File: src/rtl/mac_seq_ctrl_pkg.sv
// Shared types and datapath widths for the MAC sequencer.
package mac_seq_ctrl_pkg;

  localparam int unsigned DATA_WIDTH     = 8;
  localparam int unsigned ACC_DATA_WIDTH = 20;

  typedef enum logic [1:0] {
    IDLE,
    FETCH,
    DRAIN,
    DONE
  } mac_seq_state_t;

  // Per-element tag travelling alongside the MAC pipeline
  typedef struct packed {
    logic valid;
    logic first;
  } mac_tag_t;

endpackage

File: src/rtl/mac_seq_ctrl_tag_pipe.sv
// mac_tag_pipe: 3-stage valid/first tag shift register that tracks operands through the MAC.
module mac_tag_pipe
  import mac_seq_ctrl_pkg::*;
(
  input  logic     clk,
  input  logic     clr,
  input  mac_tag_t tag_in,
  output logic     tag1_valid,
  output mac_tag_t tag2,
  output mac_tag_t tag3
);

  mac_tag_t [2:0] stage;

  // Shift one stage per cycle; synchronous clear drops everything in flight
  always_ff @(posedge clk) begin
    if (clr) begin
      stage <= '0;
    end else begin
      stage <= {stage[1:0], tag_in};
    end
  end

  assign tag1_valid = stage[0].valid;
  assign tag2       = stage[1];
  assign tag3       = stage[2];

endmodule

File: src/rtl/mac_seq_ctrl.sv
// mac_seq_ctrl: sequences an external 1-stage-pipelined MAC through a dot product of two
// operand memories, accumulates, adds bias and returns the result over valid/ready.
// Build option: define MAC_SEQ_SAT_EN to saturate res_data instead of wrapping it.
module mac_seq_ctrl
  import mac_seq_ctrl_pkg::*;
#(
  parameter int unsigned ADDR_W = 8,
  parameter int unsigned RES_W  = 16
) (
  input  logic                      clk,
  input  logic                      rst_n,
  input  logic                      start,
  input  logic [ADDR_W:0]           vec_len,
  input  logic [DATA_WIDTH-1:0]     bias,
  output logic                      busy,
  output logic                      mem_rd_en,
  output logic [ADDR_W-1:0]         mem_rd_addr,
  input  logic [DATA_WIDTH-1:0]     mem_a_data,
  input  logic [DATA_WIDTH-1:0]     mem_b_data,
  output logic                      mac_enable,
  output logic [DATA_WIDTH-1:0]     mac_op1,
  output logic [DATA_WIDTH-1:0]     mac_op2,
  output logic [DATA_WIDTH-1:0]     mac_pre_add,
  input  logic [ACC_DATA_WIDTH-1:0] mac_data,
  output logic                      res_valid,
  input  logic                      res_ready,
  output logic [RES_W-1:0]          res_data
);

  localparam int unsigned ACC_W = ACC_DATA_WIDTH + ADDR_W;
  localparam int unsigned LEN_W = ADDR_W + 1;

  mac_seq_state_t           state;
  logic [ADDR_W-1:0]        last_addr;
  logic [1:0]               drain_cnt;
  logic [DATA_WIDTH-1:0]    bias_q;
  logic signed [ACC_W-1:0]  acc;
  logic signed [ACC_W-1:0]  acc_sum;
  logic signed [ACC_W-1:0]  mac_ext;
  logic [RES_W-1:0]         res_next;
  mac_tag_t                 tag_in;
  logic                     tag1_valid;
  mac_tag_t                 tag2;
  mac_tag_t                 tag3;

  // Tag each read as it is issued; the first read of a run is address 0
  assign tag_in.valid = mem_rd_en;
  assign tag_in.first = mem_rd_en && (mem_rd_addr == '0);

  mac_tag_pipe u_tag_pipe (
    .clk        (clk),
    .clr        (rst_n),
    .tag_in     (tag_in),
    .tag1_valid (tag1_valid),
    .tag2       (tag2),
    .tag3       (tag3)
  );

  // Memory data goes straight to the MAC the cycle it arrives; bias rides with element 0
  assign mac_op1     = tag1_valid ? mem_a_data : '0;
  assign mac_op2     = tag1_valid ? mem_b_data : '0;
  assign mac_pre_add = (tag2.valid && tag2.first) ? bias_q : '0;

  assign mac_ext = {{ADDR_W{mac_data[ACC_DATA_WIDTH-1]}}, mac_data};

  // Running sum: load on the first element of a run, add on the rest
  always_comb begin
    acc_sum = acc;
    if (tag3.valid) begin
      acc_sum = (tag3.first ? '0 : acc) + mac_ext;
    end
  end

`ifdef MAC_SEQ_SAT_EN
  localparam logic signed [ACC_W-1:0] SAT_HI = ACC_W'((64'sd1 <<< (RES_W - 1)) - 64'sd1);
  localparam logic signed [ACC_W-1:0] SAT_LO = ACC_W'(-(64'sd1 <<< (RES_W - 1)));

  // Clamp the final sum into the signed result range
  always_comb begin
    res_next = acc_sum[RES_W-1:0];
    if (acc_sum > SAT_HI) begin
      res_next = SAT_HI[RES_W-1:0];
    end else if (acc_sum < SAT_LO) begin
      res_next = SAT_LO[RES_W-1:0];
    end
  end
`else
  // Two's-complement wrap of the final sum
  always_comb begin
    res_next = acc_sum[RES_W-1:0];
  end
`endif

  // Sequencer FSM with registered control and result outputs
  always_ff @(posedge clk) begin
    if (rst_n) begin
      state       <= IDLE;
      busy        <= 1'b0;
      mem_rd_en   <= 1'b0;
      mem_rd_addr <= '0;
      mac_enable  <= 1'b0;
      res_valid   <= 1'b0;
      res_data    <= '0;
      acc         <= '0;
      last_addr   <= '0;
      drain_cnt   <= '0;
      bias_q      <= '0;
    end else begin
      acc <= acc_sum;
      case (state)
        IDLE: begin
          if (start) begin
            acc       <= '0;
            bias_q    <= bias;
            last_addr <= ADDR_W'(vec_len - LEN_W'(1));
            busy      <= 1'b1;
            if (vec_len != '0) begin
              state       <= FETCH;
              mem_rd_en   <= 1'b1;
              mem_rd_addr <= '0;
              mac_enable  <= 1'b1;
            end else begin
              state     <= DONE;
              res_valid <= 1'b1;
              res_data  <= '0;
            end
          end
        end
        FETCH: begin
          if (mem_rd_addr == last_addr) begin
            state       <= DRAIN;
            mem_rd_en   <= 1'b0;
            mem_rd_addr <= '0;
            drain_cnt   <= '0;
          end else begin
            mem_rd_addr <= mem_rd_addr + ADDR_W'(1);
          end
        end
        DRAIN: begin
          if (drain_cnt == 2'd2) begin
            state      <= DONE;
            mac_enable <= 1'b0;
            res_valid  <= 1'b1;
            res_data   <= res_next;
          end else begin
            drain_cnt <= drain_cnt + 2'd1;
          end
        end
        DONE: begin
          if (res_ready) begin
            state     <= IDLE;
            res_valid <= 1'b0;
            busy      <= 1'b0;
          end
        end
        default: state <= IDLE;
      endcase
    end
  end

endmodule

File: config.mk
export PLATFORM = sky130hd
export DESIGN_NAME = mac_seq_ctrl
export DESIGN_NICKNAME = d
export VERILOG_FILES = /design/src/rtl/mac_seq_ctrl_pkg.sv /design/src/rtl/mac_seq_ctrl_tag_pipe.sv /design/src/rtl/mac_seq_ctrl.sv
export SDC_FILE = /design/constraint.sdc
export NUM_CORES = 1
export LEC_CHECK = 0
export CAP_MARGIN = 0
export CORE_ASPECT_RATIO = 1.25
export CORE_MARGIN = 2
export CORE_UTILIZATION = 30
export CTS_BUF_LIST = sky130_fd_sc_hd__clkbuf_4 sky130_fd_sc_hd__clkbuf_8
export DETAILED_ROUTE_END_ITERATION = 7
export GPL_TIMING_DRIVEN = 0
export PLACE_DENSITY = 0.56
export SLEW_MARGIN = 20
export SYNTH_ARGS = -nofsm -noshare
export SYNTH_HDL_FRONTEND = slang
export SYNTH_SLANG_ARGS = --single-unit
File: constraint.sdc
create_clock -name clk -period 6.4 [get_ports clk]
set_input_delay 1.28 -clock clk [delete_from_list [all_inputs] [get_ports clk]]
set_output_delay 1.28 -clock clk [all_outputs]
set_load 0.005 [all_outputs]
==> results.toml, run 1 <==
[pwr]
pwr_density_cell_nw_per_um2 = 242
fin_total_pwr_mw = 1.33
vdd_drop_max_uv = 103
leakage_nw = 2.11

[die]
io-pin-count = 109
num_rows = 47
core_region_area_um2 = 13200
die-width_um = 108
die-area_um2 = 14500
floorplan.die.height_um = 134
start_util = 0.307

[final_layout]
nets = 692
diodes = 0
layout-drive-gt1-share = 0.0584
stdcell_area_um2 = 5500
final_core_utilization = 0.415
final.fill_count = 1359
flow.area_growth_from_synthesis_pct = 35.2

[setup_path]
r2r_cells = 10
worstReg2RegStart = "u_tag_pipe.tag3[0]"
crit_arrival_ns = 2.37
crit_end = "mac_op2[6]"
critical_path_class = "input port to primary output"
critical_path.max_fanout = 1
r2r-end = "res_data[14]"
worst_ep_required_time_ns = 5.12
worst_setup_path_end_kind = "primary output"
worst_setup_path_start_kind = "input port"
regToRegSetupSlack_ns = 3.10
cp-startpoint = "mem_b_data[6]"

[job]
max_cap_viol_count = 0

[detailed_routing]
wirelength_mm = 11.2
routed_via_density = 4.90
route.vias.total = 3855
wl_cell_um = 14.3
remaining_drc_errors = 0
final_antenna_net_count = 0
drt_iter0_drc = 127
dr.pass1.iters = 4

[global_route]
antenna_found_initial = 0
groute.usage.overall = 0.155
grt_max_degree = 13
first_global_vias = 3789
grt_pass1_wl_mm = 18.0
overflow_after_grt = 0

[clock_tree]
cts_setup_buffers = 0
clock_insertion_delay_worst_skew_ns = 0.35
cts-resized-gates = 0
cts_made_buffers = 9
cts.path.max_buffers = 2
tritoncts_clock_tree = "done"
holdBufCountCts = 0
sink_count_of_the_clock_tree = 70
clock_edge_transition_at_the_registers_on_the_reported_setup_and_hold_paths_ns = 0.07
clock_tree.root_cell = "sky130_fd_sc_hd__clkbuf_8"
cts_max_level = 3

[synth]
synth_edf_count = 0
yosysSeqAreaShare = 0.345
synthesis.area_um2 = 4070
synth_ff_type = "sky130_fd_sc_hd__dfxtp_1"
yosys_warnings = 0
syn-num-nets = 578
synth.area.top_cells = "sky130_fd_sc_hd__dfxtp_1, sky130_fd_sc_hd__ha_1, sky130_fd_sc_hd__nand2_1"
flops_latches_synth = 70
synth_area_leader_cell = "sky130_fd_sc_hd__dfxtp_1"
synthArstFlopShare = 0
most_instantiated_library_cell_after_synthesis = "sky130_fd_sc_hd__dfxtp_1"
synth.top_cells.by_count = "sky130_fd_sc_hd__dfxtp_1, sky130_fd_sc_hd__nand2_1, sky130_fd_sc_hd__nor2_1, sky130_fd_sc_hd__a21oi_1, sky130_fd_sc_hd__nor2b_1"
synth_cell_type_count = 59
post_synth.cell_area_avg_um2 = 8.18
yosys.area.top_type_share = 0.345
synthCells = 497

[place]
placement.io_buffers = 103
dpl.hpwl_mm = 8.91
place_congestion = 0.826
post_dp_cell_area_um2 = 5320

[timing]
period_minus_slack_ns = 3.65
finClkSkew_ns = 0.00899
grt_setup_unrepaired = "no"
finalMaxSlewViolations = 0
tns_ns = 0
tightestPinTransition_ns = 0.821
final_min_period_over_clock_period = 0.571
fmaxAchievable_mhz = 274
final_hold_viol_count = 0
maxSlewHeadroom = 0.447
report.final.setup_viol = 0

[min_path]
holdCritPathClass = "flop to flop"

[status]
status = "finished, final reports clean"
==> how the worst min path moves through the flow <==
stage / startpoint / endpoint / slack (ns) / depth (start not counted)
floorplan: u_tag_pipe.stage[0] / u_tag_pipe.tag2[0] / 0.41 / 1
global route: bias_q[6] / bias_q[6] / 0.47 / 2
CTS: u_tag_pipe.stage[0] / u_tag_pipe.tag2[0] / 0.45 / 1
global placement: u_tag_pipe.stage[0] / u_tag_pipe.tag2[0] / 0.42 / 1
finish: u_tag_pipe.stage[0] / u_tag_pipe.tag2[0] / 0.44 / 1
detailed placement: u_tag_pipe.stage[0] / u_tag_pipe.tag2[0] / 0.43 / 1
==> registers in the layout, summed over array words and instances (netlist names), 2 cells and up, named ones only <==
signal           cells
state                2
acc                  9
u_tag_pipe.tag3      2
drain_cnt            2
bias_q               8
u_tag_pipe.tag2      2
mem_rd_addr          8
res_data            16
last_addr            8
==> logic make-up after synthesis <==
kind of cell / synth area share
muxes: 0.0249
DFF: 0.345
xor gates and xnor gates: 0.0646
buffers and inverters: 0.0455
and+or+nand+nor: 0.281
AOI/OAI and AO/OA: 0.163
adders and majority gates: 0.0757
==> layout by cell type, fill, tap and decap left out, types with 3 or more instances in the layout <==
cell type	n
sky130_fd_sc_hd__clkdlybuf4s50_1	103
sky130_fd_sc_hd__dfxtp_1	70
sky130_fd_sc_hd__nand2_1	57
sky130_fd_sc_hd__nor2_1	54
sky130_fd_sc_hd__a21oi_1	34
sky130_fd_sc_hd__nor2b_1	26
sky130_fd_sc_hd__ha_1	23
sky130_fd_sc_hd__xnor2_1	22
sky130_fd_sc_hd__o21ai_0	20
sky130_fd_sc_hd__and2_1	19
sky130_fd_sc_hd__inv_1	15
sky130_fd_sc_hd__clkbuf_1	14
sky130_fd_sc_hd__and3_1	13
sky130_fd_sc_hd__nor3_1	10
sky130_fd_sc_hd__clkbuf_8	10
sky130_fd_sc_hd__nand3_1	9
sky130_fd_sc_hd__a211oi_1	9
sky130_fd_sc_hd__mux2i_1	9
sky130_fd_sc_hd__xor2_1	8
sky130_fd_sc_hd__a31oi_1	6
sky130_fd_sc_hd__nand2b_1	6
sky130_fd_sc_hd__buf_6	5
sky130_fd_sc_hd__nand4_1	5
sky130_fd_sc_hd__nor3b_1	5
sky130_fd_sc_hd__nand3b_1	3
sky130_fd_sc_hd__nor4b_1	3
sky130_fd_sc_hd__nor4_1	3
sky130_fd_sc_hd__a311oi_1	3
sky130_fd_sc_hd__or3_1	3
sky130_fd_sc_hd__a21o_1	3
==> metrics by stage <==
step | std cells | setup slack [ns] | hold slack (ns)
global route | 787 | 2.53 | 0.474
CTS | 787 | 2.74 | 0.447
global placement | 771 | 2.38 | 0.420
finish | 787 | 2.75 | 0.442
detailed placement | 771 | 2.39 | 0.429
floorplan | 497 | 3.20 | 0.414
==> worst max-delay path, stage by stage <==
cell and delay, ns:
sky130_fd_sc_hd__clkdlybuf4s50_1 0.44, sky130_fd_sc_hd__and2_1 0.15, sky130_fd_sc_hd__clkdlybuf4s50_1 0.50
==> area by class of cell <==
cell class                      count  area (um^2)  area share
Multi-Input combinational cell    389         2480       0.452
Sequential cell                    70         1400       0.255
Timing Repair Buffer              103         1030       0.188
Tap cell                          171          214      0.0389
Clock buffer                       11          145      0.0264
Buffer                             22          125      0.0228
Inverter                           16         60.1      0.0109
Clock inverter                      5         35.0     0.00637
==> report_power, final <==
group          switching, mW  internal [mW]
sequential            0.0434          0.484
clock                  0.172          0.155
combinational          0.261          0.215
total                  0.476          0.854
==> routing by layer <==
metal / vias to the layer above / GRT usage / wire, um
li1: 1966 / - / -
met4: 0 / 0.0470 / 177
met5: - / 0 / 0
met2: 115 / 0.274 / 5580
met1: 1757 / 0.186 / 4810
met3: 17 / 0.0355 / 674
Note: power is estimated with default switching activity, not from simulation.
==> run 2: changes to the inputs <==
Clock period 6.4 ns to 3.6 ns, I/O delays scaled along.
==> run 2 against run 1 <==
Against the previous run: combinational power is 78% higher; largest power group unchanged; design area hardly changed; critical endpoint is now res_data[14]; worst setup slack got worse by 2.3 ns.
==> results.toml, run 2 (same netlist as run 1, synthesis figures left out) <==
[detailed_routing]
route.vias.total = 3850
wirelength_mm = 11.2
drt_iter0_drc = 127
routed_via_density = 4.89
wl_cell_um = 14.3
dr.pass1.iters = 4
final_antenna_net_count = 0
remaining_drc_errors = 0

[final_layout]
sequential_cell_area_um2 = 1400
largest_register_ff_count = 16
final.fill_count = 1359
layout_top_registers = "res_data x16, acc x9"
nets = 692
flow.area_growth_from_synthesis_pct = 35.2
mostFrequentLayoutCell = "sky130_fd_sc_hd__clkdlybuf4s50_1"
diodes = 0
register_bank_with_the_most_flops = "res_data"
multi_input_comb_area_um2 = 2480
layout-drive-gt1-share = 0.0601
commonest_cells_after_routing_fill_and_taps_aside = "sky130_fd_sc_hd__clkdlybuf4s50_1, sky130_fd_sc_hd__dfxtp_1, sky130_fd_sc_hd__nand2_1"

[clock_tree]
cts_made_buffers = 9
clock_tree.root_cell = "sky130_fd_sc_hd__clkbuf_8"
cts.path.max_buffers = 2
cts_max_level = 3
clock_edge_transition_at_the_registers_on_the_reported_setup_and_hold_paths_ns = 0.07
clock_insertion_delay_worst_skew_ns = 0.35
sink_count_of_the_clock_tree = 70
tritoncts_clock_tree = "done"

[die]
core_region_area_um2 = 13200
num_rows = 47
floorplan.die.height_um = 134
die-width_um = 108
start_util = 0.307
die-area_um2 = 14500
io-pin-count = 109

[place]
place_congestion = 0.826
placement.io_buffers = 103
dpl.hpwl_mm = 8.91

[setup_path]
worst_setup_path_end_kind = "flop"
r2r-end = "res_data[14]"
critical_path.max_fanout = 10
worst_ep_required_time_ns = 3.82
worstReg2RegStart = "u_tag_pipe.tag3[0]"
regToRegSetupSlack_ns = 0.47
r2r_cells = 10
critical_path_class = "flop to flop"
worst_setup_path_start_kind = "flop"
crit_arrival_ns = 3.35
crit_end = "res_data[14]"
cp-startpoint = "u_tag_pipe.tag3[0]"

[timing]
final_min_period_over_clock_period = 0.868
period_minus_slack_ns = 3.13
tightestPinTransition_ns = 0.822
finalMaxSlewViolations = 0
final_hold_viol_count = 0
fmaxAchievable_mhz = 320
finClkSkew_ns = 0.00899
tns_ns = 0
maxSlewHeadroom = 0.446
report.final.setup_viol = 0
grt_setup_unrepaired = "no"

[global_route]
antenna_found_initial = 0
grt_pass1_wl_mm = 18.0
first_global_vias = 3789
grt_max_degree = 13
groute.usage.overall = 0.155
overflow_after_grt = 0

[pwr]
leakage_nw = 2.11
vdd_drop_max_uv = 183
fin_total_pwr_mw = 2.37
pwr_density_cell_nw_per_um2 = 430

[job]
max_cap_viol_count = 0

[min_path]
holdCritPathClass = "flop to flop"

[status]
status = "finished, final reports clean"
## run 2: final cells by class
cell class | instances | area share
Tap cell | 171 | 0.0389
Timing Repair Buffer | 103 | 0.188
Buffer | 22 | 0.0230
Clock buffer | 11 | 0.0264
Clock inverter | 5 | 0.00637
Sequential cell | 70 | 0.255
Multi-Input combinational cell | 389 | 0.452
Inverter | 16 | 0.0109
## run 2: what timing repair did
item / in CTS / in global routing
setup buffers: 0 / 0
resized for setup: 0 / 2
endpoints found under the setup margin: 0 / 1
hold buffers: 0 / 0
## run 2: metrics by stage
| step | hold WS, ns | std cells | setup slack [ns] | util | instance area (um^2) |
|---|---|---|---|---|---|
| after global placement | 0.420 | 771 | 0.142 | 0.401 | 5310 |
| after detailed placement | 0.429 | 771 | 0.150 | 0.402 | 5320 |
| final | 0.442 | 787 | 0.474 | 0.416 | 5500 |
| after global routing | 0.474 | 787 | 0.160 | 0.416 | 5500 |
| after CTS | 0.447 | 787 | 0.224 | 0.415 | 5500 |
| after floorplan | 0.414 | 497 | 0.930 | - | 4070 |
## run 2: worst min path at each step
stage                        startpoint            endpoint  cells past startpoint
finish              u_tag_pipe.stage[0]  u_tag_pipe.tag2[0]                      1
global route                  bias_q[6]           bias_q[6]                      2
CTS                 u_tag_pipe.stage[0]  u_tag_pipe.tag2[0]                      1
detailed placement  u_tag_pipe.stage[0]  u_tag_pipe.tag2[0]                      1
global placement    u_tag_pipe.stage[0]  u_tag_pipe.tag2[0]                      1
floorplan           u_tag_pipe.stage[0]  u_tag_pipe.tag2[0]                      1
## run 2: per-layer routing
layer / vias up / routed length (um) / global-route usage
met2: 112 / 5580 / 0.274
met1: 1755 / 4820 / 0.186
met4: 0 / 177 / 0.0470
met5: - / 0 / 0
li1: 1966 / - / -
met3: 17 / 670 / 0.0355
## run 2: report_power, final
part / internal (mW) / switching (mW)
clock network: 0.276 / 0.306
registers: 0.861 / 0.0771
logic: 0.382 / 0.464
total: 1.52 / 0.847
## run 2: worst max-delay path: stages (launching register included)
cell and delay [ns]:
sky130_fd_sc_hd__dfxtp_1 0.47, sky130_fd_sc_hd__clkbuf_2 0.30, sky130_fd_sc_hd__nor2b_1 0.08, sky130_fd_sc_hd__ha_1 0.21, sky130_fd_sc_hd__fa_1 0.44, sky130_fd_sc_hd__a21oi_1 0.19, sky130_fd_sc_hd__o211a_1 0.26, sky130_fd_sc_hd__o21ai_0 0.17
sky130_fd_sc_hd__o2111a_1 0.26, sky130_fd_sc_hd__nor4b_1 0.46, sky130_fd_sc_hd__o31ai_1 0.16
